File: src/rtl/sramlike_axi_bridge_pkg.sv
// sramlike_axi_bridge_pkg: size codes, AXI constants, write FSM states and lane helpers for the bridge
package sramlike_axi_bridge_pkg;

    localparam logic [1:0] SZ_BYTE    = 2'd0;
    localparam logic [1:0] SZ_HALF    = 2'd1;
    localparam logic [1:0] SZ_WORD    = 2'd2;
    localparam logic [1:0] BURST_INCR = 2'b01;
    localparam logic [7:0] LEN_SINGLE = 8'd0;

    typedef enum logic [1:0] {
        W_IDLE = 2'd0,
        W_SEND = 2'd1,
        W_RESP = 2'd2
    } wstate_t;

    // the unused size code 3 behaves as a word access
    function automatic logic [1:0] norm_size(input logic [1:0] sz);
        return (sz == 2'd3) ? SZ_WORD : sz;
    endfunction

    function automatic logic [3:0] strb_of(input logic [1:0] sz, input logic [1:0] a);
        return (sz == SZ_BYTE) ? 4'b0001 << a : (sz == SZ_HALF) ? (a[1] ? 4'b1100 : 4'b0011) : 4'b1111;
    endfunction

endpackage

File: src/rtl/sramlike_axi_bridge_arbiter.sv
// bridge_arbiter: one-hot grant from an eligibility vector; fixed highest-index priority, or round-robin when BRIDGE_RR_ARB_EN is defined
module bridge_arbiter #(
    parameter int NPORT = 2
) (
`ifdef BRIDGE_RR_ARB_EN
    input  logic             clk,
    input  logic             resetn,
`endif
    input  logic [NPORT-1:0] elig,
    output logic [NPORT-1:0] grant
);

`ifdef BRIDGE_RR_ARB_EN
    logic [3:0] ptr;
    logic [3:0] nxt;
    int         best;
    int         d;

    // pick the eligible port closest to the pointer, counting upward with wrap
    always_comb begin
        grant = '0;
        nxt   = ptr;
        best  = NPORT;
        d     = 0;
        for (int p = 0; p < NPORT; p++) begin
            d = (p >= int'(ptr)) ? p - int'(ptr) : p + NPORT - int'(ptr);
            if (elig[p] && d < best) begin
                best     = d;
                grant    = '0;
                grant[p] = 1'b1;
                nxt      = (p == NPORT - 1) ? 4'd0 : 4'(p + 1);
            end
        end
    end

    // pointer moves just past the port that was served
    always_ff @(posedge clk or negedge resetn) begin
        if (!resetn)
            ptr <= '0;
        else if (|grant)
            ptr <= nxt;
    end
`else
    // later (higher) eligible ports override earlier ones
    always_comb begin
        grant = '0;
        for (int p = 0; p < NPORT; p++) begin
            if (elig[p]) begin
                grant    = '0;
                grant[p] = 1'b1;
            end
        end
    end
`endif

endmodule

File: src/rtl/sramlike_axi_bridge.sv
// sramlike_axi_bridge: NPORT SRAM-like masters onto one AXI3 master with per-port ID routing and RAW blocking; BRIDGE_RR_ARB_EN selects round-robin arbitration
module sramlike_axi_bridge
    import sramlike_axi_bridge_pkg::*;
#(
    parameter int NPORT = 2,
    parameter int ID_W  = 4
) (
    input  logic                  clk,
    input  logic                  resetn,
    input  logic [NPORT-1:0]      req,
    input  logic [NPORT-1:0]      wr,
    input  logic [2*NPORT-1:0]    size,
    input  logic [32*NPORT-1:0]   addr,
    input  logic [32*NPORT-1:0]   wdata,
    output logic [NPORT-1:0]      addr_ok,
    output logic [NPORT-1:0]      data_ok,
    output logic [31:0]           rdata,
    output logic [ID_W-1:0]       arid,
    output logic [31:0]           araddr,
    output logic [7:0]            arlen,
    output logic [2:0]            arsize,
    output logic [1:0]            arburst,
    output logic [1:0]            arlock,
    output logic [3:0]            arcache,
    output logic [2:0]            arprot,
    output logic                  arvalid,
    input  logic                  arready,
    input  logic [ID_W-1:0]       rid,
    input  logic [31:0]           r_data,
    input  logic [1:0]            rresp,
    input  logic                  rlast,
    input  logic                  rvalid,
    output logic                  rready,
    output logic [ID_W-1:0]       awid,
    output logic [31:0]           awaddr,
    output logic [7:0]            awlen,
    output logic [2:0]            awsize,
    output logic [1:0]            awburst,
    output logic [1:0]            awlock,
    output logic [3:0]            awcache,
    output logic [2:0]            awprot,
    output logic                  awvalid,
    input  logic                  awready,
    output logic [ID_W-1:0]       wid,
    output logic [31:0]           w_data,
    output logic [3:0]            wstrb,
    output logic                  wlast,
    output logic                  wvalid,
    input  logic                  wready,
    input  logic [ID_W-1:0]       bid,
    input  logic [1:0]            bresp,
    input  logic                  bvalid,
    output logic                  bready
);

    logic [NPORT-1:0] pend;
    logic [NPORT-1:0] elig;
    logic [NPORT-1:0] grant;
    wstate_t          wstate;
    wstate_t          wstate_nxt;
    logic             aw_done;
    logic             w_done;
    logic [31:0]      g_addr;
    logic [31:0]      g_wdata;
    logic [1:0]       g_size;
    logic [ID_W-1:0]  g_id;
    logic             g_wr;
    logic             rd_grant;
    logic             wr_grant;
    logic             aw_hs;
    logic             w_hs;
    logic             send_done;
    logic             unused;

    assign arlen   = LEN_SINGLE;
    assign awlen   = LEN_SINGLE;
    assign arburst = BURST_INCR;
    assign awburst = BURST_INCR;
    assign arlock  = '0;
    assign awlock  = '0;
    assign arcache = '0;
    assign awcache = '0;
    assign arprot  = '0;
    assign awprot  = '0;
    assign rready  = 1'b1;
    assign wlast   = 1'b1;
    assign wid     = awid;
    assign unused  = ^{rresp, bresp, rlast};

    assign addr_ok   = grant;
    assign rd_grant  = |grant && !g_wr;
    assign wr_grant  = |grant && g_wr;
    assign aw_hs     = awvalid && awready;
    assign w_hs      = wvalid && wready;
    assign send_done = (aw_done || aw_hs) && (w_done || w_hs);
    assign rdata     = rvalid ? r_data : '0;

    // a port may go when idle and its channel is free; reads also wait out a pending write to the same word
    always_comb begin
        elig = '0;
        for (int p = 0; p < NPORT; p++) begin
            elig[p] = req[p] && !pend[p] && (wr[p] ? (wstate == W_IDLE)
                      : (!arvalid && !(wstate != W_IDLE && addr[p*32+2 +: 30] == awaddr[31:2])));
        end
    end

    bridge_arbiter #(.NPORT(NPORT)) u_arb (
`ifdef BRIDGE_RR_ARB_EN
        .clk    (clk),
        .resetn (resetn),
`endif
        .elig   (elig),
        .grant  (grant)
    );

    // select the request fields of the granted port
    always_comb begin
        g_addr  = '0;
        g_wdata = '0;
        g_size  = SZ_BYTE;
        g_id    = '0;
        g_wr    = 1'b0;
        for (int p = 0; p < NPORT; p++) begin
            if (grant[p]) begin
                g_addr  = addr[p*32 +: 32];
                g_wdata = wdata[p*32 +: 32];
                g_size  = norm_size(size[p*2 +: 2]);
                g_id    = ID_W'(p);
                g_wr    = wr[p];
            end
        end
    end

    // completions are routed back by AXI ID; an R and a B for different ports may coincide
    always_comb begin
        data_ok = '0;
        for (int p = 0; p < NPORT; p++) begin
            data_ok[p] = (rvalid && rid == ID_W'(p)) || (bvalid && bready && bid == ID_W'(p));
        end
    end

    // one outstanding transaction per port, freed by its own completion
    always_ff @(posedge clk or negedge resetn) begin
        if (!resetn)
            pend <= '0;
        else
            pend <= (pend & ~data_ok) | grant;
    end

    // read address slot, loaded on a read grant and emptied by the handshake
    always_ff @(posedge clk or negedge resetn) begin
        if (!resetn) begin
            arvalid <= 1'b0;
            araddr  <= '0;
            arsize  <= '0;
            arid    <= '0;
        end else if (rd_grant) begin
            arvalid <= 1'b1;
            araddr  <= g_addr;
            arsize  <= {1'b0, g_size};
            arid    <= g_id;
        end else if (arready) begin
            arvalid <= 1'b0;
        end
    end

    // write address/data latched on a write grant; awaddr also serves the RAW compare
    always_ff @(posedge clk or negedge resetn) begin
        if (!resetn) begin
            awaddr <= '0;
            awsize <= '0;
            awid   <= '0;
            w_data <= '0;
            wstrb  <= '0;
        end else if (wr_grant) begin
            awaddr <= g_addr;
            awsize <= {1'b0, g_size};
            awid   <= g_id;
            w_data <= g_wdata;
            wstrb  <= strb_of(g_size, g_addr[1:0]);
        end
    end

    // AW and W complete independently; remember each handshake until both are done
    always_ff @(posedge clk or negedge resetn) begin
        if (!resetn) begin
            aw_done <= 1'b0;
            w_done  <= 1'b0;
        end else if (wr_grant) begin
            aw_done <= 1'b0;
            w_done  <= 1'b0;
        end else begin
            aw_done <= aw_done || aw_hs;
            w_done  <= w_done || w_hs;
        end
    end

    // write FSM state register
    always_ff @(posedge clk or negedge resetn) begin
        if (!resetn)
            wstate <= W_IDLE;
        else
            wstate <= wstate_nxt;
    end

    // write FSM transitions
    always_comb begin
        wstate_nxt = (wstate == W_IDLE) ? (wr_grant ? W_SEND : W_IDLE)
                   : (wstate == W_SEND) ? (send_done ? W_RESP : W_SEND)
                   : (wstate == W_RESP) ? (bvalid ? W_IDLE : W_RESP)
                   : W_IDLE;
    end

    // write FSM outputs
    always_comb begin
        awvalid = (wstate == W_SEND) && !aw_done;
        wvalid  = (wstate == W_SEND) && !w_done;
        bready  = (wstate == W_RESP);
    end

endmodule

File: config.mk
export PLATFORM = sky130hd
export DESIGN_NAME = sramlike_axi_bridge
export DESIGN_NICKNAME = d
export VERILOG_FILES = /design/src/rtl/sramlike_axi_bridge_pkg.sv /design/src/rtl/sramlike_axi_bridge_arbiter.sv /design/src/rtl/sramlike_axi_bridge.sv
export SDC_FILE = /design/constraint.sdc
export NUM_CORES = 1
export LEC_CHECK = 0
export BUFFER_PORTS_ARGS = -buffer_cell sky130_fd_sc_hd__buf_4
export CAP_MARGIN = 20
export CORE_AREA = 5 5 173 175
export DETAILED_ROUTE_END_ITERATION = 7
export DIE_AREA = 0 0 178 180
export MAX_ROUTING_LAYER = met4
export SLEW_MARGIN = 20
export SYNTH_ARGS = -nofsm -noshare
export SYNTH_HDL_FRONTEND = slang
export SYNTH_SLANG_ARGS = --single-unit
File: constraint.sdc
create_clock -name clk -period 3.2 [get_ports clk]
set_input_delay 0.64 -clock clk [delete_from_list [all_inputs] [get_ports clk]]
set_output_delay 0.64 -clock clk [all_outputs]
set_load 0.02 [all_outputs]
==> results.json <==
{
  "io_pins": 386,
  "synth-edff-count": 0,
  "cp_max_fo": 4,
  "wl_per_cell_um": 19.0,
  "yosysSeqAreaShare": 0.407,
  "power_density_nw_per_um2": 890,
  "endpoint_kind": "output pin",
  "most-common-layout-cells": "buf_4, dfrtp_1, mux2_2, nor3b_1, conb_1",
  "startpoint": "awaddr[10]",
  "start_util": 0.245,
  "dp_hpwl_um": 19800,
  "maxSlewHeadroom": 0.597,
  "crit_path_end": "addr_ok[0]",
  "reg2reg_slack_ns": 0.20,
  "syn-instance-count": 628,
  "die_area_um2": 32000,
  "skew_ns": 0.0109,
  "syn_to_final_growth_pct": 53.2,
  "peakVddDrop_mv": 0.487,
  "port_buffers": 329,
  "p_switching_uw": 3740,
  "cts_root_buf": "clkbuf_16",
  "timing.rr.end": "w_data[18]",
  "cts_sinks": 113,
  "hp-class": "in2async",
  "nets": 1161,
  "firstDrtPassIters": 4,
  "grt_pass1_vias": 6341,
  "grt_pass1_wl_um": 38800,
  "p_int_uw": 5730,
  "worstPathRequired_ns": 2.56,
  "final_common_cell": "buf_4",
  "synth_area_um2": 6940,
  "reg2reg_depth": 12,
  "gr-total-overflow": 0,
  "crit_path_start_kind": "register",
  "insertion_delay_ns": 0.42,
  "drt_iter0_markers": 245,
  "dpl_cell_area_um2": 9830,
  "post-route-min-period_ns": 3.14,
  "p_sw_frac": 0.395,
  "cts_buffers": 17,
  "worst_pin_slew_ns": 0.604,
  "seqPwrFrac": 0.281,
  "ys_ff_latch": 113,
  "antenna_cells": 0,
  "grt_max_degree": 49,
  "maxCapViolCount": 0,
  "pwr-share-clk": 0.231,
  "final-setup-viol-count": 0,
  "setup_tns_ns": 0,
  "synth-main-ff-cell": "dfrtp_1",
  "h-tree-depth": 4,
  "design_area_um2": 10600,
  "track_usage": 0.163,
  "yosys_warnings": 0,
  "fp-row-count": 62,
  "p_comb_frac": 0.488,
  "leakage_uw": 0.00527,
  "fmax_mhz": 318,
  "drive_gt1_frac": 0.541,
  "post-route-period-util": 0.982,
  "fp.dieW_um": 178,
  "rsz0062_at_grt": "yes",
  "synthArstFlopShare": 1.00,
  "arrival_ns": 2.50,
  "clkSlewWorstSetupHoldPaths_ns": 0.06,
  "slew_violations": 0,
  "wl_um": 26100,
  "path_class": "reg2out",
  "drt.antenna.violating_nets": 0,
  "fp.coreArea_um2": 28300,
  "yosysUniqueCellTypes": 47,
  "gp_congestion": 0.775,
  "via_count": 6085,
  "finalHoldViolations": 0,
  "viasPerCell": 4.44,
  "die_height_um": 180,
  "tritoncts": "done",
  "r2r_start": "wstate[0]",
  "syn_area_per_cell_um2": 11.1,
  "outcome": "completed",
  "route.detailed.drc": 0,
  "antenna_found_initial": 0,
  "clockBufferDepth": 2
}
[cells in the mapped netlist (2+ instances only)]
cell / count / area [um2]
dfrtp_1: 113 / 2830
mux2_2: 94 / 1060
nor3b_1: 63 / 473
buf_4: 56 / 420
a31o_1: 49 / 429
xor2_1: 38 / 333
and2_1: 32 / 200
xnor2_1: 22 / 193
buf_2: 17 / 85.1
clkbuf_1: 16 / 60.1
a31o_2: 15 / 131
inv_1: 12 / 45.0
nor4_1: 11 / 68.8
nand4_1: 8 / 50.1
nor2_1: 8 / 30.0
mux2_1: 7 / 78.8
nand2_1: 7 / 26.3
buf_6: 6 / 67.6
a21oi_1: 5 / 25.0
nand2b_1: 5 / 31.3
o21ai_1: 4 / 20.0
o22ai_1: 4 / 25.0
nand3_1: 3 / 15.0
nor2b_1: 3 / 18.8
o21ai_0: 3 / 15.0
conb_1: 2 / 7.51
nor3_1: 2 / 10.0
o211ai_1: 2 / 15.0
o221ai_1: 2 / 17.5
o311ai_1: 2 / 17.5
[critical path: stages (launching register included)]
cell and delay (ns):
dfrtp_1 0.43, xor2_1 0.20, nor4_2 0.33, buf_4 0.16, nand4_1 0.08, or4_4 0.61, nand2_4 0.10, nor2_4 0.04
buf_6 0.12
[power groups by stage]
stage | registers, uW | logic [uW] | clock network [uW]
floorplan | 3420 | 1740 | 0
global placement | 2670 | 4550 | 0
detailed placement | 2700 | 4580 | 0
CTS | 2670 | 4650 | 2260
global route | 2770 | 4930 | 2320
finish | 2660 | 4620 | 2190
[per-layer routing]
metal	vias up	track usage	wire [um]
met4	0	0.0476	502
met2	252	0.265	13000
met3	30	0.0540	2270
met5	-	-	0
li1	2855	-	-
met1	2948	0.191	10300
[final cells by class]
| class | instances | area, um2 |
|---|---|---|
| clock inverters | 14 | 229 |
| clock buffers | 18 | 439 |
| flip-flops and latches | 113 | 2830 |
| fillers | 2854 | 17700 |
| inverters | 13 | 53.8 |
| well taps | 384 | 480 |
| multi-input cells | 456 | 3710 |
| repair buffers | 372 | 2900 |
[kinds of logic (layout without fill, tap and decap cells)]
group | Yosys count | after routing | synth area share
buffers and inverters | 108 | 417 | 0.0982
xor gates and xnor gates | 60 | 60 | 0.0757
DFF | 113 | 113 | 0.407
AOI/OAI and AO/OA | 94 | 94 | 0.110
muxes | 102 | 102 | 0.165
and+or+nand+nor | 149 | 149 | 0.143
other | 2 | 51 | 0.00108
[state kept, by name, indices dropped and copies added, names as in the netlist]
register	cells
araddr	32
arid	1
arsize	2
arvalid	1
aw_done	1
awaddr	32
awid	1
awsize	2
pend	2
w_data	32
w_done	1
wstate	2
wstrb	4
[stage by stage]
step                total power (uW)  instances  setup WS, ns   util  hold WS [ns]
floorplan                       5160        677         0.225      -         0.344
global placement                7220       1330       -0.0970  0.347         0.476
detailed placement              7270       1330       -0.0830  0.347         0.480
CTS                             9590       1365       0.00251  0.374         0.248
global route                   10000       1370       -0.0813  0.376         0.263
finish                          9470       1370        0.0561  0.376         0.224
[timing repair]
item | CTS | global route
setup endpoints to repair | 2 | 2
gates resized for setup | 13 | 5
hold buffers | 0 | 0
setup buffers | 3 | 5
pin swaps | 11 | 10
[worst min-delay path by stage]
| stage | from | end |
|---|---|---|
| 2_1_floorplan | resetn | araddr[0] |
| 3_3_place_gp | awsize[0] | awsize[0] |
| 3_5_place_dp | awsize[0] | awsize[0] |
| 4_1_cts | resetn | araddr[27] |
| 5_1_grt | resetn | awaddr[5] |
| 6_report | resetn | awaddr[5] |
(Power assumes the default switching activity.)
